[src/rtl/traffic_ctrl_p.sv]
// Parametrised two-direction traffic-light controller with all-red clearance,
// pedestrian walk insertion and optional night flashing (TRAFFIC_NIGHT_EN).
module traffic_ctrl_p #(
    parameter int CNT_W    = 6,
    parameter int T_GREEN1 = 30,
    parameter int T_GREEN2 = 40,
    parameter int T_YELLOW = 3,
    parameter int T_ALLRED = 1,
    parameter int T_WALK   = 8,
    parameter int PED_CUT  = 5,
    parameter int SHOW_TH  = 10
) (
    input  logic             clk,
    input  logic             rst,
    input  logic             tick,
    input  logic             ped_req,
    input  logic             night,
    output logic             r1,
    output logic             y1,
    output logic             g1,
    output logic             r2,
    output logic             y2,
    output logic             g2,
    output logic             ped_walk,
    output logic             led_en,
    output logic [CNT_W-1:0] led_data
);

    typedef enum logic [2:0] {
        S_G1, S_Y1, S_AR1, S_G2, S_Y2, S_AR2, S_FLASH
    } state_t;

    state_t           state, state_n;
    logic [CNT_W-1:0] cnt, cnt_n;
    logic             ped_pend, pend_n;
    logic             walk_act, walk_n;
    logic             flash, flash_n;

    state_t           succ, target;
    logic             enter;
    logic             night_go;

    function automatic logic [CNT_W-1:0] load_of(input state_t s);
        load_of = '0;
        case (s)
            S_G1:         load_of = CNT_W'(T_GREEN1 - 1);
            S_G2:         load_of = CNT_W'(T_GREEN2 - 1);
            S_Y1, S_Y2:   load_of = CNT_W'(T_YELLOW - 1);
            S_AR1, S_AR2: load_of = CNT_W'(T_ALLRED - 1);
            default:      load_of = '0;
        endcase
    endfunction

`ifdef TRAFFIC_NIGHT_EN
    assign night_go = tick & night;
`else
    logic night_unused;
    assign night_unused = night;
    assign night_go     = 1'b0;
`endif

    always_ff @(posedge clk) begin
        if (rst) begin
            state    <= S_AR2;
            cnt      <= CNT_W'(T_ALLRED - 1);
            ped_pend <= 1'b0;
            walk_act <= 1'b0;
            flash    <= 1'b0;
        end else begin
            state    <= state_n;
            cnt      <= cnt_n;
            ped_pend <= pend_n;
            walk_act <= walk_n;
            flash    <= flash_n;
        end
    end

    always_comb begin
        state_n = state;
        cnt_n   = cnt;
        pend_n  = ped_pend | ped_req;
        walk_n  = walk_act;
        flash_n = flash;
        enter   = 1'b0;

        case (state)
            S_G1:    succ = S_Y1;
            S_Y1:    succ = S_AR1;
            S_AR1:   succ = S_G2;
            S_G2:    succ = S_Y2;
            S_Y2:    succ = S_AR2;
            S_AR2:   succ = S_G1;
            default: succ = S_AR2;
        endcase
        target = succ;

        if (tick) begin
            if (night_go) begin
                walk_n = 1'b0;
                if (state == S_FLASH) begin
                    flash_n = ~flash;
                end else begin
                    state_n = S_FLASH;
                    cnt_n   = '0;
                    flash_n = 1'b0;
                end
            end else if (state == S_FLASH) begin
                enter  = 1'b1;
                target = S_AR2;
            end else if (cnt == '0) begin
                enter = 1'b1;
            end else if ((state == S_G1 || state == S_G2) && ped_pend &&
                         (int'(cnt) > PED_CUT)) begin
                cnt_n = CNT_W'(PED_CUT);
            end else begin
                cnt_n = cnt - 1'b1;
            end
        end

        // A pending request turns the next all-red into a walk; a request in
        // this same cycle stays pending for the following all-red.
        if (enter) begin
            state_n = target;
            cnt_n   = load_of(target);
            walk_n  = 1'b0;
            flash_n = 1'b0;
            if ((target == S_AR1 || target == S_AR2) && ped_pend) begin
                cnt_n  = CNT_W'(T_WALK - 1);
                walk_n = 1'b1;
                pend_n = ped_req;
            end
        end
    end

    always_comb begin
        r1       = 1'b0;
        y1       = 1'b0;
        g1       = 1'b0;
        r2       = 1'b0;
        y2       = 1'b0;
        g2       = 1'b0;
        ped_walk = walk_act;
        led_en   = 1'b0;
        led_data = cnt;
        case (state)
            S_G1: begin
                g1     = 1'b1;
                r2     = 1'b1;
                led_en = (int'(cnt) < SHOW_TH);
            end
            S_Y1: begin
                y1 = 1'b1;
                r2 = 1'b1;
            end
            S_G2: begin
                r1     = 1'b1;
                g2     = 1'b1;
                led_en = (int'(cnt) < SHOW_TH);
            end
            S_Y2: begin
                r1 = 1'b1;
                y2 = 1'b1;
            end
            S_AR1, S_AR2: begin
                r1 = 1'b1;
                r2 = 1'b1;
            end
            default: begin
                y1       = flash;
                y2       = flash;
                ped_walk = 1'b0;
            end
        endcase
    end

endmodule

[config.mk]
export PLATFORM = sky130hd
export DESIGN_NAME = traffic_ctrl_p
export DESIGN_NICKNAME = d
export VERILOG_FILES = /design/src/rtl/traffic_ctrl_p.sv
export SDC_FILE = /design/constraint.sdc
export NUM_CORES = 1
export LEC_CHECK = 0
export BUFFER_PORTS_ARGS = -buffer_cell sky130_fd_sc_hd__buf_2
export CAP_MARGIN = 25
export CORE_ASPECT_RATIO = 0.9
export CORE_UTILIZATION = 50
export DETAILED_ROUTE_END_ITERATION = 16
export PLACE_DENSITY = 0.76
export SLEW_MARGIN = 20
export SYNTH_ARGS = -nofsm -noshare
export SYNTH_HDL_FRONTEND = slang
export SYNTH_SLANG_ARGS = --single-unit
[constraint.sdc]
create_clock -name clk -period 5.7 [get_ports clk]
set_clock_uncertainty 0.15 [all_clocks]
set_input_delay 0.855 -clock clk [delete_from_list [all_inputs] [get_ports clk]]
set_output_delay 0.855 -clock clk [all_outputs]
set_load 0.005 [all_outputs]
[After elaboration in Yosys (flattened, before gate mapping)]
Cells that the tools add are included.
Widths: inputs -> output; s select.
Storage, ports and cells
  register bits after elaboration: 11
  logic and storage cells: 60
  output and inout port bits: 14
Operators by class
  reductions and logical operators: 15
  multiplexer cells: 24
  add/sub/neg operators: 1
  bitwise gates (word level): 1
  equal/unequal tests: 13
  order comparisons: 2
Operators by type and width (count)
  $mux 6: 6
  $pmux 6 s3: 1
  $eq 3x3->1 const B: 5
  $pmux 3 s5: 1
  $mux 1: 14
  $eq 3x2->1 const B: 4
  $reduce_or 4->1: 2
  $eq 3x1->1 const B: 2
  $gt 6x3->1 const B: 1
  $logic_not 3->1: 2
  $logic_not 6->1: 1
  $lt 6x4->1 const B: 1
  $mux 3: 2
  $reduce_or 6->1: 1
  $sub 6x1->6 const B: 1
  $ne 2x2->1 const B: 2
  $reduce_or 2->1: 2
  $logic_and 1x1->1: 3
  $reduce_and 3->1: 1
  $logic_or 1x1->1: 2
  $reduce_bool 2->1: 1
  $or 1x1->1: 1

[Depth between registers and ports, before layout]
  word-level depth: 9
  depth in mapped cells: 7

[Worst setup path after synthesis]
OpenSTA, ideal clock, no wires.
  path type: input-to-reg
  start: in tick
  end: reg cnt[3] (netlist: led_data[3])
  path slack: 3729 ps
  cell stages on the path: 5
  data arrival time: 1700 ps
  data required time: 5429 ps
  setup time: 121 ps
  path through: clkbuf_1 inv_1 a41o_1 nor3_1 nor4_1
On the way
  cells in the longest elaborated chain, start to end: 6
  elaborated cells between the ends (all ways): 18
  classes of those cells: eq/ne: 7; mux: 5; reduce/logical: 6
RTL lines
  start, declared: RTL line 15  | input logic tick,
  $mux 3: RTL line 97  | if (tick) begin
  $eq 3x1->1 (tied with other cells): RTL line 45  | case (s)
  $reduce_or 2->1 or $logic_or 1x1->1 (tied branches): RTL line 45, 127
  $pmux 6 s3 or $logic_and 1x1->1 (tied branches): RTL line 45, 127
  $mux 6: RTL line 127  | if ((target == S_AR1 || target == S_AR2) && ped_pend) begin
  $mux 6: RTL line 122  | if (enter) begin
  end signal, assigned: RTL line 65  | cnt <= CNT_W'(T_ALLRED - 1);
  end signal, assigned: RTL line 71  | cnt <= cnt_n;
  end, declared: RTL line 34  | logic [CNT_W-1:0] cnt, cnt_n;
Parallel ways exist; a longest one is shown, timed or not.
A chain may end at the register's enable or synchronous reset.

[Worst setup path in the final report]
  start: reg state[0]
  end: out led_en
On the way
  cells in the longest elaborated chain, start to end: 3
  elaborated cells between the ends (all ways): 4
  classes of those cells: eq/ne: 1; mux: 1; reduce/logical: 2
RTL lines
  start, declared: RTL line 33  | state_t state, state_n;
  start signal, assigned: RTL line 70  | state <= state_n;
  $eq 3x2->1 or $logic_not 3->1 (tied branches): RTL line 145  | case (state)
  $reduce_or 2->1 (no source line) *
  $mux 1 *
  end, declared: RTL line 25  | output logic led_en,
Every way passes the cells marked *; elsewhere a longest branch is shown, timed or not.

==> flow_summary_export.csv <==
group,metric,value,unit
run_status,status,"finished, final reports clean",
floorplanning,num_rows,14,
sta,hold_viol,0,
sta,max_slew_margin,59.47,%
routing,drtIter0Drc,17,
sta,fmax,403.2,MHz
yosys,async_flop_share,0,%
critical_path,worst-setup-path-type,"flip-flop to output port",
critical_path,critPathSlowestCell,"dfxtp_1",
global_route,grt_pass1_wl,3243,µm
flow_run,max-cap-violations,0,
clocking,cts_max_level,1,
yosys,synthFlopType,"dfxtp_1",
clocking,cts_resized,0,
placed_design,post-place-ws,3.514,ns
global_route,grt_pass1_vias,752,
power_and_ir_drop,leakagePower,0.3934,nW
placed_design,place_congestion,0.7832,
power_and_ir_drop,power.density,344.8,nW/µm²
clocking,cts-buffers-inserted,3,
sta,setup_tns,0,ns
floorplanning,core,1664,µm²
final_layout,n_antenna_cell,0,
sta,worstMarginPinSlew,0.6071,ns
worst_hold_path,hp-class,"flip-flop to flip-flop",
critical_path,critPathMaxStageDelay,0.60,ns
placed_design,dpl.hpwl,1429,µm
yosys,mappedNetlistArea,892.1,µm²
sta,slew_viol_final,0,
routing,ant_nets,0,
clocking,clk_latency,0.28,ns
clocking,clockBufferDepth,2,
power_and_ir_drop,ir_drop,0.1977,mV
routing,wl_per_cell,13.46,µm
yosys,synth_cell_type_count,48,
routing,viasPerCell,5.852,
critical_path,worst_ep_arrival_time,1.48,ns
clocking,cts-root-buf,"clkbuf_4",
sta,rsz0062_at_grt,"no",
clocking,cts_tree,"done",
yosys,post_synth.cell_area_avg,7.895,µm²
placed_design,portBuffers,17,
critical_path,r2r_setup_slack,3.60,ns
clocking,clkTransAtPathRegs,0.07,ns
yosys,syn_nets,121,
clocking,cts_setup_buffers,0,
final_layout,fill_cells,162,
routing,num_vias,872,
yosys,ys_seq_area_share,24.68,%
routing,totalWireLength,2006,µm
final_layout,area_delta_synth_final,10.38,%
sta,fin_crit_sh,43.51,%
floorplanning,fp.dieArea,1957,µm²
yosys,yosys_warnings,0,
critical_path,end_kind,"output port",
floorplanning,io_pins,19,
yosys,synth_edf_count,0,
routing,drtPass1Iterations,4,
critical_path,path_cells,"xor2_1 > nor3_1 > buf_2",
critical_path,crit_path_max_fanout,14,
floorplanning,die_w,46.53,µm
clocking,ctsHoldBuffers,0,
yosys,synthCells,113,
critical_path,cp.required,4.70,ns
clocking,cts_sinks,11,
global_route,grt_usage,23.16,%
final_layout,drive_gt1_share,24.00,%
critical_path,critical_path.startpoint_type,"flip-flop",
sta,fin_crit,2.480,ns
sta,setup_viol,0,
sta,hold_slack,0.3072,ns
global_route,gr-total-overflow,0,
final_layout,nets,134,
floorplanning,fp.dieH,42.07,µm
global_route,antenna_found_initial,0,
floorplanning,start_util,53.61,%
routing,drc,0,
yosys,ys_seq_elements,11,
global_route,grt_start_max_net_pins,20,
sta,setup_slack,3.220,ns
state kept, by name (all words and copies together), names as in the netlist:
name,flops
led_data,6
ped_pend,1
state,3
walk_act,1
layout by cell type (no fill, tap or decap), types with 2 or more instances in the layout:
master | synthesis | final
nand2b_1 | 2 | 2
xor2_1 | 2 | 2
a21oi_1 | 5 | 5
inv_1 | 7 | 7
a31oi_1 | 4 | 4
dfxtp_1 | 11 | 11
nor2_1 | 11 | 11
o21ai_1 | 2 | 2
nor3_1 | 7 | 7
a21o_1 | 2 | 2
a311oi_1 | 2 | 2
nor2b_1 | 3 | 3
ha_1 | 3 | 3
buf_2 | 3 | 17
clkbuf_4 | 0 | 3
nor3b_1 | 3 | 3
a21boi_0 | 2 | 2
o21ai_0 | 3 | 3
nand2_1 | 7 | 7
and3_1 | 2 | 2
a211o_1 | 2 | 2
through the flow:
| step | utilization [%] | std cells | total power [mW] | cell area, µm² |
|---|---|---|---|---|
| after floorplan | - | 113 | 0.2505 | 892.1 |
| after global placement | 57.59 | 145 | 0.2769 | 958.4 |
| after detailed placement | 57.59 | 145 | 0.2832 | 958.4 |
| after CTS | 59.17 | 149 | 0.3409 | 984.7 |
| after global routing | 59.17 | 149 | 0.3645 | 984.7 |
| final | 59.17 | 149 | 0.3395 | 984.7 |
critical path: cells and delay by family (launching register included):
family | cells | cell delay [ns]
buf+inv | 1 | 0.15
simple gates | 1 | 0.10
flops | 1 | 0.60
xor+xnor | 1 | 0.34
final cells by class:
type	count	area, µm²	area share, %
multi-input cells	86	596.8	60.61
flip-flops and latches	11	220.2	22.36
repair buffers	17	85.08	8.640
well taps	24	30.03	3.050
clock buffers	4	26.28	2.668
inverters	7	26.28	2.668
metal layers:
layer  vias up  global-route usage [%]  part of all wire, %
li1        441                       -                    -
met1       397                   30.42                   45
met2        29                   35.00                   48
met3         5                   6.466                  5.7
met4         0                   8.824                  1.5
met5         -                       0                    0
synthesized netlist by cell type, types with 2 or more instances:
cell type,number,share of area (%)
o21ai_0,3,1.7
and3_1,2,1.4
a21boi_0,2,1.7
inv_1,7,2.9
buf_1,2,0.84
clkbuf_1,2,0.84
a211o_1,2,2.0
nand2b_1,2,1.4
nor3b_1,3,2.5
dfxtp_1,11,25
a21o_1,2,1.7
xor2_1,2,2.0
buf_2,3,1.7
ha_1,3,4.2
a21oi_1,5,2.8
nor2b_1,3,2.1
nor2_1,11,4.6
nand2_1,7,2.9
o21ai_1,2,1.1
a311oi_1,2,2.0
nor3_1,7,3.9
a31oi_1,4,2.8
worst paths after layout:
kind                                   from           to  cells after the start
worst min-delay path               walk_act     walk_act                      2
worst max-delay path               state[0]       led_en                      3
worst max register to register  led_data[0]  led_data[1]                      6
worst min register to register     walk_act     walk_act                      2
kinds of logic after synthesis:
logic type	after synthesis	share of synthesized area, %
and+or+nand+nor	44	28.05
DFF	11	24.68
buffers and inverters	16	8.416
AOI/OAI and AO/OA	35	30.44
muxes	1	1.262
adders and majority gates	3	4.208
xor gates and xnor gates	3	2.946
power breakdown:
group	internal [mW]	leakage, nW	switching [mW]
sequential	0.0907	0.0907	0.0326
combinational	0.0727	0.288	0.0876
clock	0.0272	0.0150	0.0287
total	0.191	0.393	0.149
Power figures use the tool's default switching activity.
